==> src/rtl/uart_pkg.sv <==
// UART shared definitions: default frame parameters and FSM state encoding.
package uart_pkg;

    localparam int DBIT_DEF        = 8;
    localparam int SB_TICK_DEF     = 16;
    localparam int FIFO_ADDR_W_DEF = 2;
    localparam int TFV_W           = 11;

    typedef enum logic [1:0] {
        IDLE  = 2'd0,
        START = 2'd1,
        DATA  = 2'd2,
        STOP  = 2'd3
    } state_t;

endpackage

==> src/rtl/uart_fifo.sv <==
// Synchronous FIFO, first-word-fall-through read, registered full/empty flags.
module uart_fifo #(
    parameter int W  = 8,
    parameter int AW = 2
) (
    input  logic         clk,
    input  logic         rst,
    input  logic         wr,
    input  logic         rd,
    input  logic [W-1:0] w_data,
    output logic [W-1:0] r_data,
    output logic         full,
    output logic         empty
);
    logic [W-1:0]  mem [2**AW];
    logic [AW-1:0] wp, rp, wp_n, rp_n;
    logic          do_wr, do_rd;

    // A read frees a slot, so a write alongside it is accepted even when full
    assign do_rd  = rd && !empty;
    assign do_wr  = wr && (!full || do_rd);
    assign wp_n   = wp + 1'b1;
    assign rp_n   = rp + 1'b1;
    assign r_data = mem[rp];

    always_ff @(posedge clk or posedge rst) begin
        if (rst) begin
            for (int i = 0; i < 2**AW; i++) mem[i] <= '0;
            wp    <= '0;
            rp    <= '0;
            full  <= 1'b0;
            empty <= 1'b1;
        end else begin
            if (do_wr) begin
                mem[wp] <= w_data;
                wp      <= wp_n;
            end
            if (do_rd) rp <= rp_n;
            case ({do_wr, do_rd})
                2'b10: begin
                    empty <= 1'b0;
                    full  <= (wp_n == rp);
                end
                2'b01: begin
                    full  <= 1'b0;
                    empty <= (rp_n == wp);
                end
                default: ;
            endcase
        end
    end

endmodule

==> src/rtl/uart.sv <==
// UART with 16x oversampling baud generator, TX/RX FSMs and TX/RX FIFOs.
module uart
    import uart_pkg::*;
#(
    parameter int DBIT        = DBIT_DEF,
    parameter int SB_TICK     = SB_TICK_DEF,
    parameter int FIFO_ADDR_W = FIFO_ADDR_W_DEF
) (
    input  logic             clk,
    input  logic             reset_n,
    input  logic [DBIT-1:0]  w_data,
    input  logic             wr_uart,
    output logic             tx_full,
    output logic             tx,
    input  logic             rx,
    input  logic             rd_uart,
    output logic             rx_empty,
    output logic [DBIT-1:0]  r_data,
    input  logic [TFV_W-1:0] timer_final_value
);
    localparam int            NW     = (DBIT > 1) ? $clog2(DBIT) : 1;
    localparam logic [NW-1:0] N_LAST = NW'(DBIT - 1);
    localparam logic [4:0]    S_LAST = 5'(SB_TICK - 1);

    logic [TFV_W-1:0] b_cnt, b_lim;
    logic             tick;

    state_t          ts, rs;
    logic [4:0]      ts_cnt, rs_cnt;
    logic [NW-1:0]   tn, rn;
    logic [DBIT-1:0] tb, rb, tx_head;
    logic            tx_done, tx_empty;
    logic            rx_done, rx_full;
    logic [1:0]      rx_sync;
    logic            rx_s;

    // Divisor is sampled at the wrap so a new value never truncates a period
    assign tick = (b_cnt == b_lim);

    always_ff @(posedge clk or posedge reset_n) begin
        if (reset_n) begin
            b_cnt <= '0;
            b_lim <= '0;
        end else if (tick) begin
            b_cnt <= '0;
            b_lim <= timer_final_value;
        end else begin
            b_cnt <= b_cnt + 1'b1;
        end
    end

    uart_fifo #(.W(DBIT), .AW(FIFO_ADDR_W)) u_tx_fifo (
        .clk    (clk),
        .rst    (reset_n),
        .wr     (wr_uart),
        .rd     (tx_done),
        .w_data (w_data),
        .r_data (tx_head),
        .full   (tx_full),
        .empty  (tx_empty)
    );

    // tx_done blocks IDLE for one cycle while the popped head retires
    always_ff @(posedge clk or posedge reset_n) begin
        if (reset_n) begin
            ts      <= IDLE;
            ts_cnt  <= '0;
            tn      <= '0;
            tb      <= '0;
            tx      <= 1'b1;
            tx_done <= 1'b0;
        end else begin
            tx_done <= 1'b0;
            unique case (ts)
                IDLE: if (!tx_empty && !tx_done) begin
                    tb     <= tx_head;
                    ts_cnt <= '0;
                    tx     <= 1'b0;
                    ts     <= START;
                end
                START: if (tick) begin
                    if (ts_cnt == 5'd15) begin
                        ts_cnt <= '0;
                        tn     <= '0;
                        tx     <= tb[0];
                        ts     <= DATA;
                    end else begin
                        ts_cnt <= ts_cnt + 1'b1;
                    end
                end
                DATA: if (tick) begin
                    if (ts_cnt == 5'd15) begin
                        ts_cnt <= '0;
                        tb     <= tb >> 1;
                        if (tn == N_LAST) begin
                            tx <= 1'b1;
                            ts <= STOP;
                        end else begin
                            tn <= tn + 1'b1;
                            tx <= tb[1];
                        end
                    end else begin
                        ts_cnt <= ts_cnt + 1'b1;
                    end
                end
                STOP: if (tick) begin
                    if (ts_cnt == S_LAST) begin
                        tx_done <= 1'b1;
                        ts      <= IDLE;
                    end else begin
                        ts_cnt <= ts_cnt + 1'b1;
                    end
                end
            endcase
        end
    end

    assign rx_s = rx_sync[1];

    always_ff @(posedge clk or posedge reset_n) begin
        if (reset_n) begin
            rx_sync <= 2'b11;
            rs      <= IDLE;
            rs_cnt  <= '0;
            rn      <= '0;
            rb      <= '0;
            rx_done <= 1'b0;
        end else begin
            rx_sync <= {rx_sync[0], rx};
            rx_done <= 1'b0;
            unique case (rs)
                IDLE: if (!rx_s) begin
                    rs_cnt <= '0;
                    rs     <= START;
                end
                START: if (tick) begin
                    if (rs_cnt == 5'd7) begin
                        rs_cnt <= '0;
                        rn     <= '0;
                        rs     <= rx_s ? IDLE : DATA;
                    end else begin
                        rs_cnt <= rs_cnt + 1'b1;
                    end
                end
                DATA: if (tick) begin
                    if (rs_cnt == 5'd15) begin
                        rs_cnt <= '0;
                        rb     <= {rx_s, rb[DBIT-1:1]};
                        if (rn == N_LAST) rs <= STOP;
                        else              rn <= rn + 1'b1;
                    end else begin
                        rs_cnt <= rs_cnt + 1'b1;
                    end
                end
                STOP: if (tick) begin
                    if (rs_cnt == S_LAST) begin
                        rx_done <= 1'b1;
                        rs      <= IDLE;
                    end else begin
                        rs_cnt <= rs_cnt + 1'b1;
                    end
                end
            endcase
        end
    end

    uart_fifo #(.W(DBIT), .AW(FIFO_ADDR_W)) u_rx_fifo (
        .clk    (clk),
        .rst    (reset_n),
        .wr     (rx_done && !rx_full),
        .rd     (rd_uart),
        .w_data (rb),
        .r_data (r_data),
        .full   (rx_full),
        .empty  (rx_empty)
    );

endmodule

==> config.mk <==
export PLATFORM = sky130hd
export DESIGN_NAME = uart
export DESIGN_NICKNAME = d
export VERILOG_FILES = /design/src/rtl/uart_pkg.sv /design/src/rtl/uart_fifo.sv /design/src/rtl/uart.sv
export SDC_FILE = /design/constraint.sdc
export NUM_CORES = 1
export LEC_CHECK = 0
export BUFFER_PORTS_ARGS = -buffer_cell sky130_fd_sc_hd__buf_2
export CORE_ASPECT_RATIO = 0.5
export CORE_UTILIZATION = 45
export DETAILED_ROUTE_END_ITERATION = 8
export GPL_TIMING_DRIVEN = 0
export PLACE_DENSITY = 0.73
export REMOVE_ABC_BUFFERS = 1
export SLEW_MARGIN = 20
export SYNTH_ARGS = -nofsm -noshare
export SYNTH_HDL_FRONTEND = slang
export SYNTH_HIERARCHICAL = 1
export SYNTH_SLANG_ARGS = --single-unit
export TNS_END_PERCENT = 1
==> constraint.sdc <==
create_clock -name clk -period 2.3 [get_ports clk]
set_input_delay 0.345 -clock clk [delete_from_list [all_inputs] [get_ports clk]]
set_output_delay 0.345 -clock clk [all_outputs]
set_load 0.01 [all_outputs]
==> out/metrics.cfg <==
[critical_path]
crit_path_end_kind = register
critPathMaxStageDelay_ps = 430
cp.arrival_ps = 2520
path_buf_inv = 0
slowest_stage = nor3_4
critPathRequiredTime_ps = 2600
critPathTopFamily = simple AND/OR/NAND/NOR gates
cpMostUsedCell = and3_4
cp-start-kind = register
path_cells = xor2_1 -> nor3_4 -> and3_4 -> and3_4 -> mux2_4
cp_max_fo = 16
path_class = reg2reg

[timing]
max-slew-margin-rel_pct = 47.1
skew_ps = 9.40
worst_slew_pin_slew_ps = 793
rsz0062_at_grt = yes
setup_ws_ps = 77.0
holdWs_ps = 28.3
fmax_mhz = 450
finalCriticalPeriod_ps = 2220
maxSlewViolCount = 0
hold_violations = 0
timing.final.crit_share_pct = 96.7
setup_violations = 0
fin_tns_setup_ps = 0

[routing]
vias = 4368
route.detailed.drc = 0
postRouteAntennaNets = 0
wirelength_mm = 12.7
first_pass_iters = 4
routedWlPerCell_um = 15.4
drt_iter0_drc = 185
viasPerCell = 5.28

[synth]
synth-seq-cells = 139
synth_top_family_by_area = multiplexers
synthAdderAreaFrac_pct = 4.42
synth_area_per_cell_um2 = 12.3
ys.flop_type = dfrtp_1
synth_most_common_cell = dfrtp_1
synthMuxAreaShare_pct = 18.8
ys_seq_area_share_pct = 49.2
synth_xor_area_share_pct = 3.71
async_flop_share_pct = 100
yosysWarningCount = 6
synthTopCellsByCount = dfrtp_1, mux2_2, nand2_1
synth_edf_count = 0
synthCells = 577
synth_cell_types = 60
synth_simple_gate_area_share_pct = 11.8
synth_top_area_share_pct = 47.3
yosysTopAreaCell = dfrtp_1
synthesis.area_um2 = 7080
synth_compound_area_share_pct = 8.83
synth_area_leaders = dfrtp_1, mux2_2, mux4_2, ha_1, nand2_1

[pwr]
power.switching_mw = 1.83
power_density_nw_per_um2 = 829
combPwrFrac_pct = 14.9
p_int_mw = 4.87
power_frac_seq_pct = 46.6
pwr-share-clk_pct = 38.5
power.share.switching_pct = 27.4
p_leak_nw = 3.63
vdd.ir_drop.worst_uv = 436

[status]
status = finished, final reports clean

[finish]
layout-drive-gt1-share_pct = 33.1
fillCellCount = 1230
regArea_um2 = 3490
diodes = 0
final_cell_area_um2 = 8080
multiInputGateArea_um2 = 3440
syn_to_final_growth_pct = 14.1
finalNetCount = 665

[grt]
grt_max_degree = 49
antenna_found_initial = 0
overflow = 0
grt_pass1_vias = 4514
grt_pass1_wl_mm = 22.4
track_usage_pct = 17.3

[clocking]
cts_root_buf = clkbuf_16
ctsHtreeMaxLevel = 4
clock_path_buffers = 2
clkLatencyLatePin_ps = 410
numCtsBuffers = 17
clk_pin_slew_ps = 60
cts.sink_count = 139
cts_tree = done

[place]
hpwl_mm = 8.46
port_buffers = 34
place_ws_ps = -107
gp_congestion = 0.810
placed_cell_area_um2 = 7410

[floorplan]
core_um2 = 14900
die_h_um = 90.7
die_w_um = 179
initial_utilization_pct = 47.6
row_count = 31
die_area_um2 = 16300
io_pins = 35

[run]
cap_violations = 0

[worst_hold_path]
holdCritPathClass = in2reg

-- cells by family after synthesis --
| logic type | after synthesis |
|---|---|
| adders and majority gates | 25 |
| AOI/OAI and AO/OA | 73 |
| buffers and inverters | 50 |
| muxes | 100 |
| and+or+nand+nor | 160 |
| DFF | 139 |
| xor gates and xnor gates | 30 |
-- cell type report --
class | instances | share of cell area, %
sequential | 139 | 43.1
multi-input combinational | 389 | 42.5
clock buffer | 18 | 5.44
tap | 198 | 3.07
timing repair buffer | 39 | 2.85
clock inverter | 14 | 1.55
inverter | 30 | 1.42
-- metrics by stage --
step | total power, mW | utilization, % | std cells
6_report | 6.70 | 54.3 | 827
5_1_grt | 7.04 | 54.3 | 827
4_1_cts | 6.77 | 53.7 | 823
3_5_place_dp | 4.17 | 49.8 | 790
3_3_place_gp | 4.11 | 49.6 | 789
2_1_floorplan | 3.90 | - | 557
-- repair_timing --
action                                  4_1_cts  5_1_grt
gates cloned                                  0        1
endpoints found under the setup margin       20       23
hold buffers                                  1        0
pin swaps                                     1        2
resized for setup                             4       10
setup buffers                                 0        3
endpoints found under the hold margin        15        0
-- power by group through the flow --
stage          sequential [mW]  combinational, mW  clock [mW]
2_1_floorplan             3.08              0.825           0
4_1_cts                   3.13               1.01        2.63
5_1_grt                   3.18               1.11        2.75
3_3_place_gp              3.14              0.962           0
3_5_place_dp              3.17               1.00           0
6_report                  3.12               1.00        2.58
-- cells in the final DEF, fill, tap and decap left out, types with 14 or more instances in the layout --
cell	n
inv_1	27
dfrtp_1	133
xnor2_1	16
buf_2	34
ha_1	21
xor2_1	14
nor2_1	25
mux2_2	69
mux4_2	16
nand2_1	67
clkbuf_16	17
-- metal layers --
metal | routed length, um | global-route usage (%) | vias up
met3 | 296 | 4.23 | 8
li1 | - | - | 2121
met5 | 0 | 0 | -
met2 | 5990 | 27.1 | 48
met1 | 6320 | 23.3 | 2191
met4 | 105 | 6.25 | 0
-- worst register-to-register path: stages, from the launching register on --
cell     delay (ps)
dfrtp_1         420
xor2_1          190
nor3_4          430
and3_4          410
and3_4          330
mux2_4          320
-- state kept, by name, indices dropped and copies added, names as in the netlist, named ones only --
| register | flops |
|---|---|
| u_tx_fifo/mem | 32 |
| u_tx_fifo/empty | 1 |
| b_cnt | 11 |
| ts_cnt | 5 |
| u_tx_fifo/full | 1 |
| tn | 3 |
| rb | 8 |
| b_lim | 11 |
| u_rx_fifo/full | 1 |
| u_tx_fifo/rp | 2 |
| tx_done | 1 |
| u_rx_fifo/rp | 2 |
| u_rx_fifo/empty | 1 |
| rn | 3 |
| ts | 2 |
| rs_cnt | 5 |
| rs | 1 |
| tb | 8 |
| u_rx_fifo/wp | 2 |
| tx | 1 |
| u_rx_fifo/mem | 32 |
| u_tx_fifo/wp | 2 |
| rx_sync | 2 |
| rx_done | 1 |
-- path summary, 6_finish.rpt --
path	depth (start not counted)	startpoint	slack [ps]	to
setup / recovery	5	b_cnt[5]$_DFF_PP0_	80	rb[4]$_DFFE_PP0P_
hold / removal	1	rx	30	rx_sync[0]$_DFF_PP1_
setup reg to reg	5	b_cnt[5]$_DFF_PP0_	80	rb[4]$_DFFE_PP0P_
hold reg to reg	0	rx_sync[0]$_DFF_PP1_	360	rx_sync[1]$_DFF_PP1_
max in group asynchronous	3	reset_n	1060	u_rx_fifo/rp[0]$_DFFE_PP0P_
min in group asynchronous	3	reset_n	450	tn[2]$_DFFE_PP0P_
No activity file was read; power rests on OpenSTA's default activity.
